File: src/rtl/imem_load_pkg.sv
// Shared definitions for the instruction-memory loader.
// The optional checksum feature is selected with the IMEM_LOAD_CSUM_EN macro.
package imem_load_pkg;

  localparam int unsigned IMEM_WORDS_DEF = 128;
  localparam int unsigned AW_DEF         = 7;

  typedef enum logic [2:0] {
    StIdle   = 3'd0,
    StCount  = 3'd1,
    StHi     = 3'd2,
    StLo     = 3'd3,
    StWrite  = 3'd4,
    StCsum   = 3'd5,
    StFinish = 3'd6,
    StFail   = 3'd7
  } state_e;

endpackage

File: src/rtl/imem_word_asm.sv
// Byte-pair to 16-bit word assembler for the instruction-memory loader.
// With IMEM_LOAD_CSUM_EN defined it also keeps an XOR checksum of every data byte.
module imem_word_asm (
  input  logic        i_clk,
  input  logic        i_rst_n,
  input  logic        i_clr,
  input  logic        i_hi_en,
  input  logic        i_lo_en,
  input  logic [7:0]  i_byte,
`ifdef IMEM_LOAD_CSUM_EN
  output logic [7:0]  o_csum,
`endif
  output logic [15:0] o_word
);

  logic [7:0]  r_hi;
  logic [15:0] r_word;

  // High byte is parked until its low partner arrives; the word updates only then,
  // so the output holds the last written word between writes.
  always_ff @(posedge i_clk or negedge i_rst_n) begin
    if (!i_rst_n) begin
      r_hi   <= 8'h00;
      r_word <= 16'h0000;
    end else begin
      if (i_hi_en) r_hi   <= i_byte;
      if (i_lo_en) r_word <= {r_hi, i_byte};
    end
  end

  assign o_word = r_word;

`ifdef IMEM_LOAD_CSUM_EN
  logic [7:0] r_csum;

  // Running XOR over all data bytes of the current load; cleared when a load starts.
  always_ff @(posedge i_clk or negedge i_rst_n) begin
    if (!i_rst_n) begin
      r_csum <= 8'h00;
    end else if (i_clr) begin
      r_csum <= 8'h00;
    end else if (i_hi_en || i_lo_en) begin
      r_csum <= r_csum ^ i_byte;
    end
  end

  assign o_csum = r_csum;
`endif

endmodule

File: src/rtl/imem_load_ctrl.sv
// Instruction-memory loader: takes a byte stream (count, then hi/lo byte pairs)
// and writes 16-bit words into instruction memory while holding the CPU.
// Optional trailing checksum byte is enabled with the IMEM_LOAD_CSUM_EN macro.
module imem_load_ctrl
  import imem_load_pkg::*;
#(
  parameter int unsigned IMEM_WORDS = IMEM_WORDS_DEF,
  parameter int unsigned AW         = AW_DEF
) (
  input  logic          CLK,
  input  logic          RESET,
  input  logic          START,
  input  logic          IN_VALID,
  input  logic [7:0]    IN_DATA,
  output logic          IN_READY,
  output logic          WE,
  output logic [AW-1:0] WADDR,
  output logic [15:0]   WDATA,
  output logic          CPU_HOLD,
  output logic          BUSY,
  output logic          DONE,
  output logic          ERR
);

  // One extra bit so a full-depth count fits without wrapping.
  localparam int unsigned CW = AW + 1;

  state_e        r_state;
  state_e        w_state_nxt;
  logic [CW-1:0] r_count;
  logic [CW-1:0] r_idx;
  logic [AW-1:0] r_waddr;
  logic [CW-1:0] w_count_val;
  logic          w_ready;
  logic          w_busy;
  logic          w_accept;
  logic          w_start;
  logic          w_last;
  logic          w_hi_en;
  logic          w_lo_en;
  logic [15:0]   w_word;

  assign w_ready  = (r_state == StCount) || (r_state == StHi) ||
                    (r_state == StLo)    || (r_state == StCsum);
  assign w_busy   = w_ready || (r_state == StWrite);
  assign w_accept = IN_VALID && w_ready;
  // Non-busy states are exactly IDLE, FINISH and FAIL, so START is honoured only there.
  assign w_start  = START && !w_busy;
  assign w_last   = ((r_idx + CW'(1)) == r_count);
  assign w_hi_en  = w_accept && (r_state == StHi);
  assign w_lo_en  = w_accept && (r_state == StLo);

  // Word count from the header byte: zero means full depth, oversize is clamped.
  always_comb begin
    w_count_val = CW'(IN_DATA);
    if ((IN_DATA == 8'h00) || ({24'h0, IN_DATA} > IMEM_WORDS)) begin
      w_count_val = CW'(IMEM_WORDS);
    end
  end

`ifdef IMEM_LOAD_CSUM_EN
  logic [7:0] w_csum;

  imem_word_asm u_asm (
    .i_clk   (CLK),
    .i_rst_n (RESET),
    .i_clr   (w_start),
    .i_hi_en (w_hi_en),
    .i_lo_en (w_lo_en),
    .i_byte  (IN_DATA),
    .o_csum  (w_csum),
    .o_word  (w_word)
  );
`else
  imem_word_asm u_asm (
    .i_clk   (CLK),
    .i_rst_n (RESET),
    .i_clr   (w_start),
    .i_hi_en (w_hi_en),
    .i_lo_en (w_lo_en),
    .i_byte  (IN_DATA),
    .o_word  (w_word)
  );
`endif

  // Next-state decode; every data-taking state stalls while no byte is accepted.
  always_comb begin
    w_state_nxt = r_state;
    case (r_state)
      StIdle, StFinish, StFail: if (w_start) w_state_nxt = StCount;
      StCount:                  if (w_accept) w_state_nxt = StHi;
      StHi:                     if (w_accept) w_state_nxt = StLo;
      StLo:                     if (w_accept) w_state_nxt = StWrite;
      StWrite: begin
        if (!w_last) begin
          w_state_nxt = StHi;
        end else begin
`ifdef IMEM_LOAD_CSUM_EN
          w_state_nxt = StCsum;
`else
          w_state_nxt = StFinish;
`endif
        end
      end
`ifdef IMEM_LOAD_CSUM_EN
      StCsum: if (w_accept) w_state_nxt = (IN_DATA == w_csum) ? StFinish : StFail;
`endif
      default: w_state_nxt = StIdle;
    endcase
  end

  // State, word counter, target count and write address.
  always_ff @(posedge CLK or negedge RESET) begin
    if (!RESET) begin
      r_state <= StIdle;
      r_count <= '0;
      r_idx   <= '0;
      r_waddr <= '0;
    end else begin
      r_state <= w_state_nxt;
      if (w_start) r_idx <= '0;
      else if (r_state == StWrite) r_idx <= r_idx + CW'(1);
      if (w_accept && (r_state == StCount)) r_count <= w_count_val;
      // Address is captured alongside the word so both hold steady outside WRITE.
      if (w_lo_en) r_waddr <= r_idx[AW-1:0];
    end
  end

  assign IN_READY = w_ready;
  assign WE       = (r_state == StWrite);
  assign WADDR    = r_waddr;
  assign WDATA    = w_word;
  assign BUSY     = w_busy;
  assign CPU_HOLD = w_busy || (r_state == StFail);
  assign DONE     = (r_state == StFinish);
`ifdef IMEM_LOAD_CSUM_EN
  assign ERR      = (r_state == StFail);
`else
  assign ERR      = 1'b0;
`endif

endmodule
File: config.mk
export PLATFORM = sky130hd
export DESIGN_NAME = imem_load_ctrl
export DESIGN_NICKNAME = d
export VERILOG_FILES = /design/src/rtl/imem_load_pkg.sv /design/src/rtl/imem_word_asm.sv /design/src/rtl/imem_load_ctrl.sv
export SDC_FILE = /design/constraint.sdc
export NUM_CORES = 1
export LEC_CHECK = 0
export ABC_AREA = 1
export ABC_CLOCK_PERIOD_IN_PS = 2029
export CAP_MARGIN = 20
export CORE_MARGIN = 2
export CORE_UTILIZATION = 52
export CTS_CLUSTER_SIZE = 28
export DETAILED_ROUTE_END_ITERATION = 7
export PLACE_DENSITY = 0.88
export SYNTH_ARGS = -nofsm -noshare
export SYNTH_HDL_FRONTEND = slang
export SYNTH_HIERARCHICAL = 1
export SYNTH_SLANG_ARGS = --single-unit
File: constraint.sdc
create_clock -name CLK -period 2.03 [get_ports CLK]
set_input_delay 0.203 -clock CLK [delete_from_list [all_inputs] [get_ports CLK]]
set_output_delay 0.203 -clock CLK [all_outputs]
set_load 0.01 [all_outputs]
* After elaboration in Yosys (flattened, before gate mapping)
Cells that the tools add are included.
** Word-level totals
- Flip-flop bits (word level) :: 50
- Latch bits :: 0
- Bits in writable memories :: 0
- Memory bits (read-only) :: 0
- Output and inout port bits :: 29
- Memories kept :: 0
** Operators by class
- Add/sub/neg operators :: 1
- Multipliers :: 0
- Div/mod/pow operators :: 0
- $lt $le $gt $ge :: 1
- Equality and inequality tests :: 12
- Shift operators :: 0
- Multiplexer cells :: 9
- Bitwise operators :: 0
- Reductions and logical operators :: 17
** Operators with widths (number)
- $mux 8 :: 3
- $mux 3 :: 5
- $pmux 3 s5 :: 1
- $eq 3x3->1 const B :: 4
- $add 8x1->8 const B :: 1
- $eq 8x8->1 :: 1
- $gt 8x8->1 const B :: 1
- $logic_not 8->1 :: 1
- $eq 3x2->1 const B :: 2
- $logic_or 1x1->1 :: 6
- $ne 2x2->1 const B :: 3
- $logic_and 1x1->1 :: 5
- $reduce_and 4->1 :: 1
- $eq 3x1->1 const B :: 1
- $logic_not 3->1 :: 1
- $reduce_or 3->1 :: 1
- $ne 2x1->1 const B :: 1
- $reduce_bool 2->1 :: 1
- $logic_not 1->1 :: 1

* Depth between registers and ports, before layout
Gate-level depths: netlist of run 1.
- Word-level depth :: 9
- Mapped depth :: 12
- Gate-level depth less buffers :: 12

* Modules after synthesis
The synthesis of run 1 kept the hierarchy.
** By module, submodules not included
- imem_load_ctrl :: instances 1, cells each 197, area an instance 1466.4 um^2
- imem_word_asm :: instances 1, cells each 102, area an instance 943.4 um^2

* Least setup slack after synthesis of run 1
Ideal clock, no wire load.
- Path type :: register to register
- Start point :: register r_idx[0]
- End point :: register r_state[2]
- Arrival :: 1.374 ns
- Data required time :: 1.965 ns
- Slack :: 0.591 ns
- Cell stages (with the launch flop) :: 13
- Path buffers :: 0
- Period minus slack after synthesis :: 1.439 ns
- Cells stage by stage :: dfrtp_1 > ha_1 > inv_1 > nand2_1 > nand2_1 > nand2_1 > nor2_1 > nand3_1 > nor2_1 > nand3_1 > nand2_1 > nand2_1 > nand2_1
** Between the ends
- Word-level cells in the longest chain between the ends :: 4
** Ends and longest elaborated chain
- start, declared :: line imem_load_ctrl.sv:31 : logic [CW-1:0] r_idx;
- start signal, assigned :: line imem_load_ctrl.sv:122 : else if (r_state == StWrite) r_idx <= r_idx + CW'(1);
- $add 8x1->8 :: line imem_load_ctrl.sv:49 : assign w_last = ((r_idx + CW'(1)) == r_count);
- $eq 8x8->1 :: line imem_load_ctrl.sv:49
- $mux 3 :: line imem_load_ctrl.sv:95 : if (!w_last) begin
- $pmux 3 s5 :: line imem_load_ctrl.sv:89 : case (r_state)
- end signal, assigned :: line imem_load_ctrl.sv:115 : r_state <= StIdle;
- end signal, assigned :: line imem_load_ctrl.sv:120 : r_state <= w_state_nxt;
- end, declared :: line imem_load_ctrl.sv:28 : state_e r_state;
No other way between the ends.
A chain may end at the register's enable or synchronous reset.

* Final worst setup path of run 1
- Start point :: register r_state[1]
- End point :: output WE
** Between the ends
- Word-level cells in the longest chain between the ends :: 1
** Ends and longest elaborated chain
- $eq 3x3->1 :: line imem_load_ctrl.sv:130 : assign WE = (r_state == StWrite);
- end, declared :: line imem_load_ctrl.sv:16 : output logic WE,
No other way between the ends.

==> reports/qor.yml, run 1 <==
synth-seq-area-share_pct: 51.9
worstMarginPinSlew_ns: 0.598
drv_slew: 0
synthCells: 299
core-area_um2: 4410
final_util_pct: 66.8
crit_chain: "nor2_2, nand2_4, inv_2, clkdlybuf4s50_1"
worstPathArrival_ns: 1.75
setup_viol: 0
vdd_drop_max_v: 0.000926
timing.rr.end: "r_state[2]"
cts_buffers: 5
worstReg2RegStart: "r_idx[1]"
cap_viol_max_count: 0
htree_num_levels: 2
fin_crit_sh_pct: 96.3
layout_commonest_cell: "nand2_1"
synth-seq-cells: 50
cts_tree: "done"
cp-end-kind: "output port"
p_leak_uw: 0.00145
insertion_delay_ns: 0.31
dr.pass1.iters: 4
die_x_um: 72.1
rrSetupSlack_ns: 0.36
synthesis.nets: 312
post_cts_buffers: 0
skew_ns: 0.0111
clkSlewWorstSetupHoldPaths_ns: 0.09
crit_type: "flop to output port"
globalplace.congestion: 0.867
wire_per_inst_um: 13.0
route.detailed.drc: 0
grt_pass1_vias: 1987
cts_root_buffer: "clkbuf_8"
post-route-min-period_ns: 1.95
yosysWarnings: 6
num_io_pins: 41
io_buffers: 39
cpMaxStageDelayCell: "clkdlybuf4s50_1"
max_stage_delay_ns: 0.55
clock_path_buffers: 2
avgSynthCellArea_um2: 8.06
fin_area_um2: 2950
cts_num_sinks: 50
antenna_found_initial: 0
status: "finished, final reports clean"
hpwlAfterDp_um: 3820
drt-vias-per-instance: 5.26
drt_iter0_markers: 154
grt_usage_pct: 21.5
start_kind: "flop"
most-common-layout-cells: "nand2_1, dfrtp_1, clkdlybuf4s50_1, nand3_1, inv_1"
netlist_area_um2: 2410
setup_tns_ns: 0
intPower_uw: 2410
min_path_type: "input pin to asynchronous set/reset pin"
netSwitchingFraction_pct: 38.5
fin_nets: 357
start_util_pct: 54.6
grt_setup_unrepaired: "false"
overflow: 0
fp.dieH_um: 72.1
rows: 24
finalHoldViolCount: 0
vias: 2090
hold_slack_ns: 0.342
fmax_mhz: 512
syn_to_final_growth_pct: 22.3
r2r_cells: 12
powerDensity_nw_per_um2: 1330
wl_um: 5150
seq_power_share_pct: 41.2
synthTopCellsByArea: "dfrtp_1, nand2_1, nand3_1, inv_1, o22ai_1"
clkPwrFrac_pct: 15.2
dieArea_um2: 5190
layout-drive-gt1-share_pct: 13.9
n_antenna_cell: 0
yosys.area.top_type_share_pct: 51.9
drtAntennaViolNets: 0
place_area_um2: 2840
dp_slack_ns: 0.331
max_slew_margin_pct: 60.1
critPathRequiredTime_ns: 1.83
synth_largest_area_cell: "dfrtp_1"
grt_max_degree: 23
grt_pass1_wl_um: 8770
synthDistinctLibCells: 26
cp_max_fo: 10
power_switching_uw: 1510
fin_ws_ns: 0.0752
combPwrFrac_pct: 43.6
## critical path, delay by kind of cell (launching register included)
| family | cells | cell delay [ns] |
|---|---|---|
| and+or+nand+nor | 2 | 0.34 |
| buffers and inverters | 2 | 0.67 |
| DFF | 1 | 0.44 |
## layout make-up
| cell class | instances | area [um2] |
|---|---|---|
| clock buffers | 5 | 68.8 |
| clock inverters | 3 | 25.0 |
| fillers | 347 | 1470 |
| inverters | 33 | 129 |
| multi-input cells | 209 | 963 |
| flip-flops and latches | 50 | 1250 |
| well taps | 52 | 65.1 |
| repair buffers | 45 | 445 |
## power by group through the flow
| stage | Sequential (uW) | Combinational, uW | Clock (uW) |
|---|---|---|---|
| 2_1_floorplan | 1690 | 917 | 0 |
| 3_3_place_gp | 1620 | 1650 | 0 |
| 3_5_place_dp | 1630 | 1700 | 0 |
| 4_1_cts | 1610 | 1710 | 607 |
| 5_1_grt | 1660 | 1910 | 638 |
| 6_report | 1620 | 1710 | 597 |
## flip-flops by register name (all words and copies together), names as in the netlist
register      flops
u_asm/o_word     16
r_count           8
r_idx             8
u_asm/r_hi        8
WADDR             7
r_state           3
## metal layers
metal | up-vias | part of all wire [%] | wire length (um) | global-route usage [%]
li1 | 1033 | - | - | -
met1 | 993 | 44 | 2260 | 27.9
met2 | 57 | 50 | 2590 | 36.5
met3 | 7 | 4.7 | 240 | 4.44
met4 | 0 | 1.2 | 64 | 6.08
met5 | - | 0 | 0 | 0
## timing repair
item                                   CTS  global route
hold buffers                             1             0
gates resized for setup                  1             1
setup endpoints to repair                1             2
endpoints found under the hold margin   14             0
## how the worst max path moves through the flow
| stage | start | end | slack, ns | cells past startpoint |
|---|---|---|---|---|
| final | r_state[1] | WE | 0.08 | 4 |
| after global routing | r_state[1] | WE | 0.02 | 4 |
| after CTS | r_state[1] | WE | 0.04 | 4 |
| after detailed placement | r_state[1] | WE | 0.33 | 4 |
| after global placement | r_state[1] | WE | 0.39 | 4 |
| after floorplan | r_idx[0] | r_state[2] | 0.59 | 12 |
## stage by stage
step	power [uW]	cells
3_5_place_dp	3320	388
3_3_place_gp	3270	388
2_1_floorplan	2600	299
5_1_grt	4210	397
6_report	3920	397
4_1_cts	3930	397
## cells in the mapped netlist (all sizes together)
| library cell | number |
|---|---|
| a21oi | 1 |
| a31oi | 1 |
| buf | 7 |
| conb | 1 |
| dfrtp | 50 |
| ha | 1 |
| inv | 33 |
| nand2 | 128 |
| nand3 | 26 |
| nand3b | 1 |
| nand4 | 1 |
| nor2 | 21 |
| nor3 | 1 |
| o21ai | 16 |
| o22ai | 9 |
| o32a | 1 |
| xor2 | 1 |
## cell families (layout without fill, tap and decap cells)
kind of cell	Yosys count	in the layout	synth area share, %
other cells	1	1	0.156
compound gates	28	28	7.68
xor+xnor	1	1	0.364
simple gates	178	178	31.0
buf+inv	40	86	8.31
fa+ha+maj	1	1	0.519
flops	50	50	51.9
Note: power is estimated with default switching activity, not from simulation.
==> run 2: changes to the inputs <==
Settings changed: SKIP_LAST_GASP from default to 1.
==> results of run 2 <==
Final layout, timing and power as in run 1 (identical DEF).
